**config.mk**
```make
export PLATFORM = sky130hd
export DESIGN_NAME = key_expansion
export DESIGN_NICKNAME = d
export VERILOG_FILES = /design/src/rtl/key_expansion.sv
export SDC_FILE = /design/constraint.sdc
export NUM_CORES = 1
export LEC_CHECK = 0
export ABC_AREA = 1
export CORE_AREA = 2 2 287 289
export CTS_BUF_LIST = sky130_fd_sc_hd__clkbuf_2 sky130_fd_sc_hd__clkbuf_4 sky130_fd_sc_hd__clkbuf_8
export CTS_CLUSTER_SIZE = 12
export DETAILED_ROUTE_END_ITERATION = 12
export DIE_AREA = 0 0 289 291
export GPL_TIMING_DRIVEN = 0
export PLACE_DENSITY = 0.44
export SLEW_MARGIN = 20
export SYNTH_ARGS = -nofsm -noshare
export SYNTH_HDL_FRONTEND = slang
export SYNTH_SLANG_ARGS = --single-unit
```
**constraint.sdc**
```tcl
create_clock -name clk -period 6.8 [get_ports clk]
set_clock_uncertainty 0.1 [all_clocks]
set_input_delay 1.36 -clock clk [delete_from_list [all_inputs] [get_ports clk]]
set_output_delay 1.36 -clock clk [all_outputs]
set_load 0.01 [all_outputs]
```
**src/rtl/key_expansion.sv**
```systemverilog
// key_expansion: AES-128 key schedule producing round keys 0..NR on the fly.
// The cipher key is loaded once; each accepted advance derives the next round
// key from the current one, so no key store is kept.
// Build option: define KEY_EXPANSION_SYNC_SBOX_EN for a registered S-box
// (block-RAM style), which inserts a CALC cycle and gives a 2-cycle step.
// Without it the S-box is combinational and each step takes 1 cycle.
module key_expansion #(
    parameter int NR = 10
) (
    input  logic         clk,
    input  logic         reset,
    input  logic         load,
    input  logic [127:0] key,
    input  logic         advance,
    output logic [127:0] round_key,
    output logic [3:0]   round,
    output logic         valid,
    output logic         done
);

    typedef enum logic [1:0] {
        IDLE = 2'd0,
        HOLD = 2'd1,
        CALC = 2'd2
    } state_e;

    localparam logic [3:0] LAST_ROUND = 4'(NR);

    // AES S-box, entry 0x00 in the most significant byte.
    localparam logic [2047:0] SBOX = {
        128'h637c777bf26b6fc53001672bfed7ab76,
        128'hca82c97dfa5947f0add4a2af9ca472c0,
        128'hb7fd9326363ff7cc34a5e5f171d83115,
        128'h04c723c31896059a071280e2eb27b275,
        128'h09832c1a1b6e5aa0523bd6b329e32f84,
        128'h53d100ed20fcb15b6acbbe394a4c58cf,
        128'hd0efaafb434d338545f9027f503c9fa8,
        128'h51a3408f929d38f5bcb6da2110fff3d2,
        128'hcd0c13ec5f974417c4a77e3d645d1973,
        128'h60814fdc222a908846eeb814de5e0bdb,
        128'he0323a0a4906245cc2d3ac629195e479,
        128'he7c8376d8dd54ea96c56f4ea657aae08,
        128'hba78252e1ca6b4c6e8dd741f4bbd8b8a,
        128'h703eb5664803f60e613557b986c11d9e,
        128'he1f8981169d98e949b1e87e9ce5528df,
        128'h8ca1890dbfe6426841992d0fb054bb16
    };

    // Entry x sits at bits [8*(255-x)+7 -: 8]; 8*(255-x)+7 is just {~x, 3'b111}.
    function automatic logic [7:0] sbox(input logic [7:0] x);
        return SBOX[{~x, 3'b111} -: 8];
    endfunction

    function automatic logic [31:0] sub_word(input logic [31:0] w);
        return {sbox(w[31:24]), sbox(w[23:16]), sbox(w[15:8]), sbox(w[7:0])};
    endfunction

    function automatic logic [31:0] rot_word(input logic [31:0] w);
        return {w[23:0], w[31:24]};
    endfunction

    function automatic logic [7:0] xtime(input logic [7:0] b);
        return {b[6:0], 1'b0} ^ (b[7] ? 8'h1b : 8'h00);
    endfunction

    // One schedule step: sub is SubWord(RotWord(w3)) of the current key.
    function automatic logic [127:0] next_key(input logic [127:0] k,
                                              input logic [31:0]  sub,
                                              input logic [7:0]   rcon);
        logic [31:0] t;
        logic [31:0] w0;
        logic [31:0] w1;
        logic [31:0] w2;
        logic [31:0] w3;
        t  = sub ^ {rcon, 24'h000000};
        w0 = k[127:96] ^ t;
        w1 = k[95:64]  ^ w0;
        w2 = k[63:32]  ^ w1;
        w3 = k[31:0]   ^ w2;
        return {w0, w1, w2, w3};
    endfunction

    state_e       state_q, state_d;
    logic [127:0] round_key_q, round_key_d;
    logic [3:0]   round_q, round_d;
    logic [7:0]   rcon_q, rcon_d;
    logic         valid_q, valid_d;
    logic         done_q, done_d;
    logic [31:0]  sub_w;
    logic         step;

`ifdef KEY_EXPANSION_SYNC_SBOX_EN
    logic [31:0] sub_q;

    // Registered S-box read of RotWord(w3); consumed in the following CALC cycle.
    // NOTE: no reset on this lookup register so it maps onto a synchronous
    // RAM read port; it is only used in CALC, which always follows a HOLD
    // cycle that has already written it.
    always_ff @(posedge clk) begin
        sub_q <= sub_word(rot_word(round_key_q[31:0]));
    end

    assign sub_w = sub_q;
`else
    assign sub_w = sub_word(rot_word(round_key_q[31:0]));
`endif

    // Next-state logic: load wins, otherwise HOLD/CALC decide whether to step.
    always_comb begin
        // NOTE: every target gets a default before any branch, so no path
        // leaves one unassigned and no latch is inferred.
        state_d     = state_q;
        round_key_d = round_key_q;
        round_d     = round_q;
        rcon_d      = rcon_q;
        step        = 1'b0;

        if (load) begin
            round_key_d = key;
            round_d     = 4'd0;
            rcon_d      = 8'h01;
            state_d     = HOLD;
        end else begin
            case (state_q)
                HOLD: begin
                    if (advance && (round_q < LAST_ROUND)) begin
`ifdef KEY_EXPANSION_SYNC_SBOX_EN
                        state_d = CALC;
`else
                        step = 1'b1;
`endif
                    end
                end
                CALC: begin
                    step    = 1'b1;
                    state_d = HOLD;
                end
                default: begin
                    state_d = state_q;
                end
            endcase

            if (step) begin
                round_key_d = next_key(round_key_q, sub_w, rcon_q);
                round_d     = round_q + 4'd1;
                rcon_d      = xtime(rcon_q);
            end
        end

        valid_d = (state_d == HOLD);
        done_d  = valid_d && (round_d == LAST_ROUND);
    end

    // State and output registers, cleared asynchronously by reset.
    always_ff @(posedge clk or posedge reset) begin
        if (reset) begin
            state_q     <= IDLE;
            round_key_q <= '0;
            round_q     <= 4'd0;
            rcon_q      <= 8'h01;
            valid_q     <= 1'b0;
            done_q      <= 1'b0;
        end else begin
            // NOTE: non-blocking updates so every register samples the
            // values from before this edge, independent of statement order.
            state_q     <= state_d;
            round_key_q <= round_key_d;
            round_q     <= round_d;
            rcon_q      <= rcon_d;
            valid_q     <= valid_d;
            done_q      <= done_d;
        end
    end

    assign round_key = round_key_q;
    assign round     = round_q;
    assign valid     = valid_q;
    assign done      = done_q;

endmodule
```
==> results by group, run 1 <==
Drt
  – WL final: 154 mm
  – Vias: a little under 30000
  – Max layer used: met5
  – Via density: 5.88
  – DRC: 0
  – Routed WL per cell: 30.9 um
  – Detailed Route Iter0 Violations: 4218
  – DRT met1 WL: 65.2 mm
  – WL met2: 64.2 mm
  – Met3 WL post-DR: between 15 and 20 mm
  – TritonRoute pass-1 iters: 9
  – Antenna-violating nets left: 0

Timing
  – Pins Over Slew Limit: 0
  – Final period utilization: 0.705
  – Final setup viols: 0
  – Fmax: 0.209 GHz
  – Normalized max-slew margin: 0.201
  – Worst-margin pin slew: approximately 1.2 ns
  – RSZ-0062 raised after global routing: false
  – Final TNS setup: 0 ns
  – Minimum clock period: 4.79 ns
  – Fin. Hold Viols: 0

CTS
  – H-tree Lvls: 4
  – CTS Hold Bufs: 0
  – Reg clk slew, reported paths: 0.12 ns
  – CTS tree: built
  – Clk root buf: clkbuf_8
  – Gates resized, CTS repair: 0
  – Worst-Skew Late Latency: about 0.58 ns
  – CTS sink count: ~140
  – CTS Buf Count: 17
  – Postcts setup bufs: 0
  – Maximum root-to-sink buffer count: 2

Pwr
  – Power Dens Cells: around 440 nW/um^2
  – Max IR drop VDD: ~0.11 mV
  – Total Power: between 10 and 15 mW
  – Leak: between 10 and 15 nW

Job
  – Max-cap violations: 0

Setup path
  – Worst setup SP type: flop
  – Worst Path Class, Setup: reg2reg
  – Critical Path End Type: flop
  – CP Max Fanout: 11
  – FF-to-FF path depth: 19
  – CP required: 7.15 ns
  – CP arrival: a little over 5 ns

Final layout
  – Layout cell share with drive strength beyond 1: 0.0569
  – Area Overhead vs Synth: 21.8%
  – Nets: around 4100
  – Core Util, Final: 0.302

GRT
  – Initial antenna violation count: 3
  – Largest net degree at the start of global routing: 85
  – GRT Residual Overflow: 0
  – First-pass GRT wire length: roughly 210 mm
  – Vias in the first global route: approximately 28000
  – Gr usage total: 0.356

Logic synthesis
  – Avg Synthesized Cell Area: ~5.5 um^2
  – Primary FF master, synth: dfrtp_1
  – Synth Net Count: between 3000 and 4000
  – Sequential element share of the synthesized area: 0.179
  – Mapped cell area: 20100 um^2
  – Mapped Cells: 3637
  – Synth unique cells: 38
  – Yosys warns: 0
  – Number of synthesized flops with an enable pin: 0
  – Seq cells post-synth: about 140
  – Ys async rst share: 1.00

Die
  – Top-Level Pins: roughly 270
  – Initial Utilization: 0.248
  – Die Y: approximately 290 um
  – Std-Cell Rows: between 100 and 150
  – Die W: just under 300 um
  – Die area: 84100 um^2
  – Core area: 81200 um^2

Outcome
  – Outcome: finished clean

Placement
  – Routability cong.: approximately 1.1
  – DPL Wire Length: ~120 mm
  – Number of port buffers: 264

Worst hold path
  – Hold crit path type: reg2reg
  – Hold Path Depth: 2
## per-stage QoR
step | hold slack [ns] | cells | area [um^2] | setup WS [ns]
2_1_floorplan | 0.402 | 3637 | 20100 | 1.48
3_3_place_gp | 0.429 | 4971 | 24100 | -1.63
3_5_place_dp | 0.438 | 4972 | 24100 | 2.26
4_1_cts | 0.465 | 5004 | 24500 | 2.22
5_1_grt | 0.478 | 5004 | 24500 | 1.96
6_report | 0.462 | 5005 | 24500 | 2.01
## final timing paths
check	from	end	slack [ns]
min in group asynchronous	reset	round_key[99]	1.13
setup reg to reg	round_key[25]	round_key[6]	2.01
max in group asynchronous	reset	rcon_q[0]	4.57
hold / removal	round_key[87]	round_key[87]	0.46
hold reg to reg	round_key[87]	round_key[87]	0.46
setup / recovery	round_key[25]	round_key[6]	2.01
## cells by family (layout without fill, tap and decap cells)
| group | Yosys count | count (layout) | synth area share |
|---|---|---|---|
| and+or+nand+nor | 2631 | 2631 | 0.575 |
| buffers and inverters | 466 | 763 | 0.101 |
| AOI/OAI and AO/OA | 320 | 320 | 0.0994 |
| DFF | 144 | 144 | 0.179 |
| adders and majority gates | 65 | 65 | 0.0404 |
| xor gates and xnor gates | 11 | 11 | 0.00479 |
| other | 0 | 1 | 0 |
## routing by layer
metal  global-route usage  vias up
met4                0.172        4
met2                0.519     2026
li1                     -    12800
met3               0.0768      450
met1                0.493    14100
met5                    0        -
## where the power goes
group          internal [mW]  leakage, nW  switching, mW
sequential              1.04         1.75          0.341
combinational           2.38         9.74           6.25
clock                  0.267        0.178          0.460
total                   3.69         11.7           7.05
## synth_stat cells (all sizes together) (2+ instances only)
library cell	count	area (um^2)
a21oi	90	465
a31oi	5	31.3
and2	2	12.5
buf	145	836
clkbuf	89	334
clkinv	8	30.0
dfrtp	143	3580
ha	65	813
inv	224	841
nand2	1226	4660
nand3	1140	5730
nand3b	26	203
nand4	11	68.8
nor2	220	858
nor3	3	15.0
o211ai	132	991
o21ai	76	380
o21bai	4	30.0
o221ai	7	61.3
o22ai	5	31.3
or2	3	18.8
xnor2	4	35.0
xor2	7	61.3
## flip-flops by register name, indices dropped and copies added, names as in the netlist
| signal | flops |
|---|---|
| rcon_q | 8 |
| round_key | 128 |
| valid | 1 |
| round | 4 |
| state_q | 2 |
| done | 1 |
## cell usage in the layout, fill, tap and decap left out, types with 24 or more instances in the layout
| cell | instances |
|---|---|
| buf_1 | 24 |
| nand3_1 | 1135 |
| nand2_1 | 1206 |
| nand3b_1 | 24 |
| dfrtp_1 | 143 |
| clkbuf_1 | 87 |
| o211ai_1 | 132 |
| inv_1 | 202 |
| buf_2 | 86 |
| nor2_1 | 209 |
| ha_1 | 65 |
| clkdlybuf4s50_1 | 264 |
| a21oi_1 | 86 |
| o21ai_0 | 62 |
## critical path, cell delays in order, from the launching register on
cell     delay (ns)
dfrtp_1        0.71
buf_4          0.31
inv_1          0.31
ha_1           0.41
nor2_1         0.75
nor2_1         0.26
a21oi_1        0.32
nand2_1        0.16
nand3_1        0.12
nand3_1        0.13
nand3_1        0.21
nand2_1        0.07
nand2_1        0.08
nand2_1        0.07
nand2_1        0.10
nand2_1        0.10
nand2_1        0.09
nand3_1        0.07
nand3_1        0.22
nand2_1        0.08
## cell type report
class | count | area [um^2]
timing repair buffer | 265 | 2670
antenna | 1 | 2.50
clock inverter | 14 | 124
clock buffer | 18 | 241
inverter | 232 | 878
buffer | 234 | 1170
tap | 1070 | 1340
multi-input combinational | 3027 | 14500
sequential | 144 | 3600
fill | 9505 | 56700
Power figures use the tool's default switching activity.
==> inputs of run 2 (changes only) <==
- PLACE_DENSITY: 0.44 -> 0.46
- clock period: 6.8 -> 4.2 ns (I/O delays scaled with it)
==> run 2 against run 1 <==
  * Hold slack worse by 0.017 ns
  * Final area up 1.3%
  * Clock-buffer cell count up 1
  * Combinational power up 67%
  * Clock power up 86%
  * Core utilization up 0.40 points
  * Non-clock buffer count up 18
  * Die area unchanged
  * Critical path depth unchanged
  * Via count up 1.4%
  * Cell count up 0.40%
  * Wire length up 4.7%
  * Critical endpoint is now round_key[25]
  * Highest routed layer unchanged
==> results by group, run 2 (synthesis results as in run 1) <==
Outcome
  – Outcome: finished clean

Final layout
  – Largest register FFs: about 130
  – Nets: about 4100
  – Layout cell share with drive strength beyond 1: 0.0678
  – FILL cells: between 9000 and 10000
  – Commonest cells after routing, fill and taps aside: 1201 x nand2_1, 1135 x nand3_1, 264 x clkdlybuf4s50_1
  – Area Overhead vs Synth: 23.4%
  – Most common cell after layout, fill and taps aside: nand2_1
  – Finished Layout Cells: roughly 5000

Placement
  – Pre-CTS setup slack: -0.446 ns
  – Number of port buffers: between 200 and 300
  – Placed cell count: 4977
  – Routability cong.: 1.05
  – DPL Wire Length: 124 mm

Setup path
  – CP cell instances: buf_4 -> clkinvlp_4 -> ha_1 -> nor2_1 -> nor2_1 -> inv_1 -> nand3_1 -> nand3_1 -> nand3_1 -> nand3_1 -> nand3_1 -> nand2_1 -> nand2_1 -> nand3_1 -> nand2_1 -> nand2_1 -> nand3_1 -> nand2_1 -> nand2_1
  – Worst setup SP type: flop
  – Worst Path Class, Setup: reg2reg
  – Most used cell, CP: nand3_1
  – WP buf/inv: 3
  – CP required: approximately 4.6 ns
  – CP max stage delay: approximately 0.50 ns
  – Critical Path End Type: flop
  – CP arrival: ~4.5 ns
  – Crit path max-delay family: simple AND/OR/NAND/NOR gates
  – CP Max Fanout: 8
  – Crit path max-delay cell type: dfrtp_1

Timing
  – Final WS setup: 0.0831 ns
  – Final period utilization: 0.980
  – Minimum clock period: between 4 and 5 ns
  – Fin. Hold Viols: 0
  – Worst hold margin: about 0.44 ns
  – Fmax: between 0.2 and 0.25 GHz
  – Final setup viols: 0
  – Normalized max-slew margin: 0.189
  – Pins Over Slew Limit: 0
  – Final TNS setup: 0 ns
  – Worst-margin pin slew: ~1.2 ns

Pwr
  – Max IR drop VDD: about 0.16 mV
  – Leak: around 12 nW
  – Reg power frac: 0.123
  – Power Dens Cells: 723 nW/um^2
  – NetSw: approximately 12 mW
  – Switching share of power: 0.655
  – P_int: between 6 and 7 mW
  – Clock share of power: 0.075
  – Comb power frac: 0.802

CTS
  – Clk root buf: clkbuf_8
  – Reg clk slew, reported paths: ~0.13 ns
  – Maximum root-to-sink buffer count: 2
  – CTS Hold Bufs: 0
  – CTS tree: built
  – Worst-Skew Late Latency: around 0.6 ns
  – H-tree Lvls: 4
  – CTS sink count: approximately 140
  – CTS Buf Count: 17

GRT
  – Initial antenna violation count: 6
  – GRT Residual Overflow: 0
  – Largest net degree at the start of global routing: 29
  – Gr usage total: 0.374
  – Vias in the first global route: about 28000
  – First-pass GRT wire length: between 200 and 250 mm

Drt
  – Detailed Route Iter0 Violations: between 4000 and 5000
  – TritonRoute pass-1 iters: 9
  – DRC: 0
  – Via density: around 5.9
  – WL final: around 160 mm
  – Routed WL per cell: 32.2 um
  – Vias: 29800
  – Antenna-violating nets left: 0

Job
  – Max-cap violations: 0

Die
  – Die W: 289 um
  – Initial Utilization: 0.248
  – Die area: between 80000 and 90000 um^2
  – Die Y: between 200 and 300 um
  – Core area: around 81000 um^2
  – Std-Cell Rows: approximately 110
  – Top-Level Pins: 266

Worst hold path
  – Hold crit path type: reg2reg
run 2: cell count changes in the layout (fill, tap and decap cells not counted), sizes merged:
cell	delta
buf	+18
bufinv	+2
clkbuf	+1
clkinv	-2
clkinvlp	+4
diode	+2
inv	-5
run 2: cell type report:
type / count / area, um^2 / area share
clock inverter: 13 / 149 / 0.00600
multi-input combinational: 3027 / 14500 / 0.584
timing repair buffer: 283 / 2880 / 0.116
clock buffer: 19 / 262 / 0.0105
sequential: 144 / 3620 / 0.146
buffer: 234 / 1190 / 0.0478
tap: 1070 / 1340 / 0.0539
antenna: 3 / 7.51 / 0.000302
inverter: 232 / 890 / 0.0358
run 2: layer usage:
metal	share of wire	vias to the layer above	GRT usage
met5	0.000074	-	0
met4	0.054	2	0.168
met3	0.10	416	0.0761
met2	0.42	2098	0.550
met1	0.43	14500	0.520
li1	-	12900	-
run 2: worst reg2reg max path, cell delays in order, from the launching register on:
cell and delay, ns:
dfrtp_1 0.50, buf_4 0.27, clkinvlp_4 0.22, ha_1 0.39, nor2_1 0.41, nor2_1 0.18
inv_1 0.13, nand3_1 0.11, nand3_1 0.16, nand3_1 0.13, nand3_1 0.19, nand3_1 0.33
nand2_1 0.36, nand2_1 0.12, nand3_1 0.10, nand2_1 0.07, nand2_1 0.06, nand3_1 0.06
nand2_1 0.07, nand2_1 0.04
run 2: per-stage QoR:
stage          utilization  power [mW]  cell area [um^2]
2_1_floorplan            -        9.90             20100
3_3_place_gp         0.297        16.3             24100
3_5_place_dp         0.299        15.8             24300
4_1_cts              0.304        17.3             24700
5_1_grt              0.306        18.7             24800
6_report             0.306        17.9             24800
run 2: timing repair:
item	CTS	global route
endpoints found under the setup margin	54	37
cloned	0	0
resized for setup	13	13
setup buffers	2	11
run 2: path summary, 6_finish.rpt:
path                       cells past startpoint           from            end  slack (ns)
setup / recovery                              19  round_key[16]  round_key[25]        0.08
hold / removal                                 2      rcon_q[0]      rcon_q[0]        0.44
setup reg to reg                              19  round_key[16]  round_key[25]        0.08
hold reg to reg                                2      rcon_q[0]      rcon_q[0]        0.44
max in group asynchronous                      5          reset   round_key[9]        2.57
min in group asynchronous                      2          reset  round_key[25]        0.48
run 2: power groups by stage:
| stage | logic (mW) | registers (mW) | clock network, mW |
|---|---|---|---|
| 2_1_floorplan | 7.77 | 2.14 | 0 |
| 3_3_place_gp | 14.0 | 2.23 | 0 |
| 3_5_place_dp | 13.6 | 2.22 | 0 |
| 4_1_cts | 13.7 | 2.20 | 1.38 |
| 5_1_grt | 15.0 | 2.24 | 1.43 |
| 6_report | 14.4 | 2.21 | 1.35 |
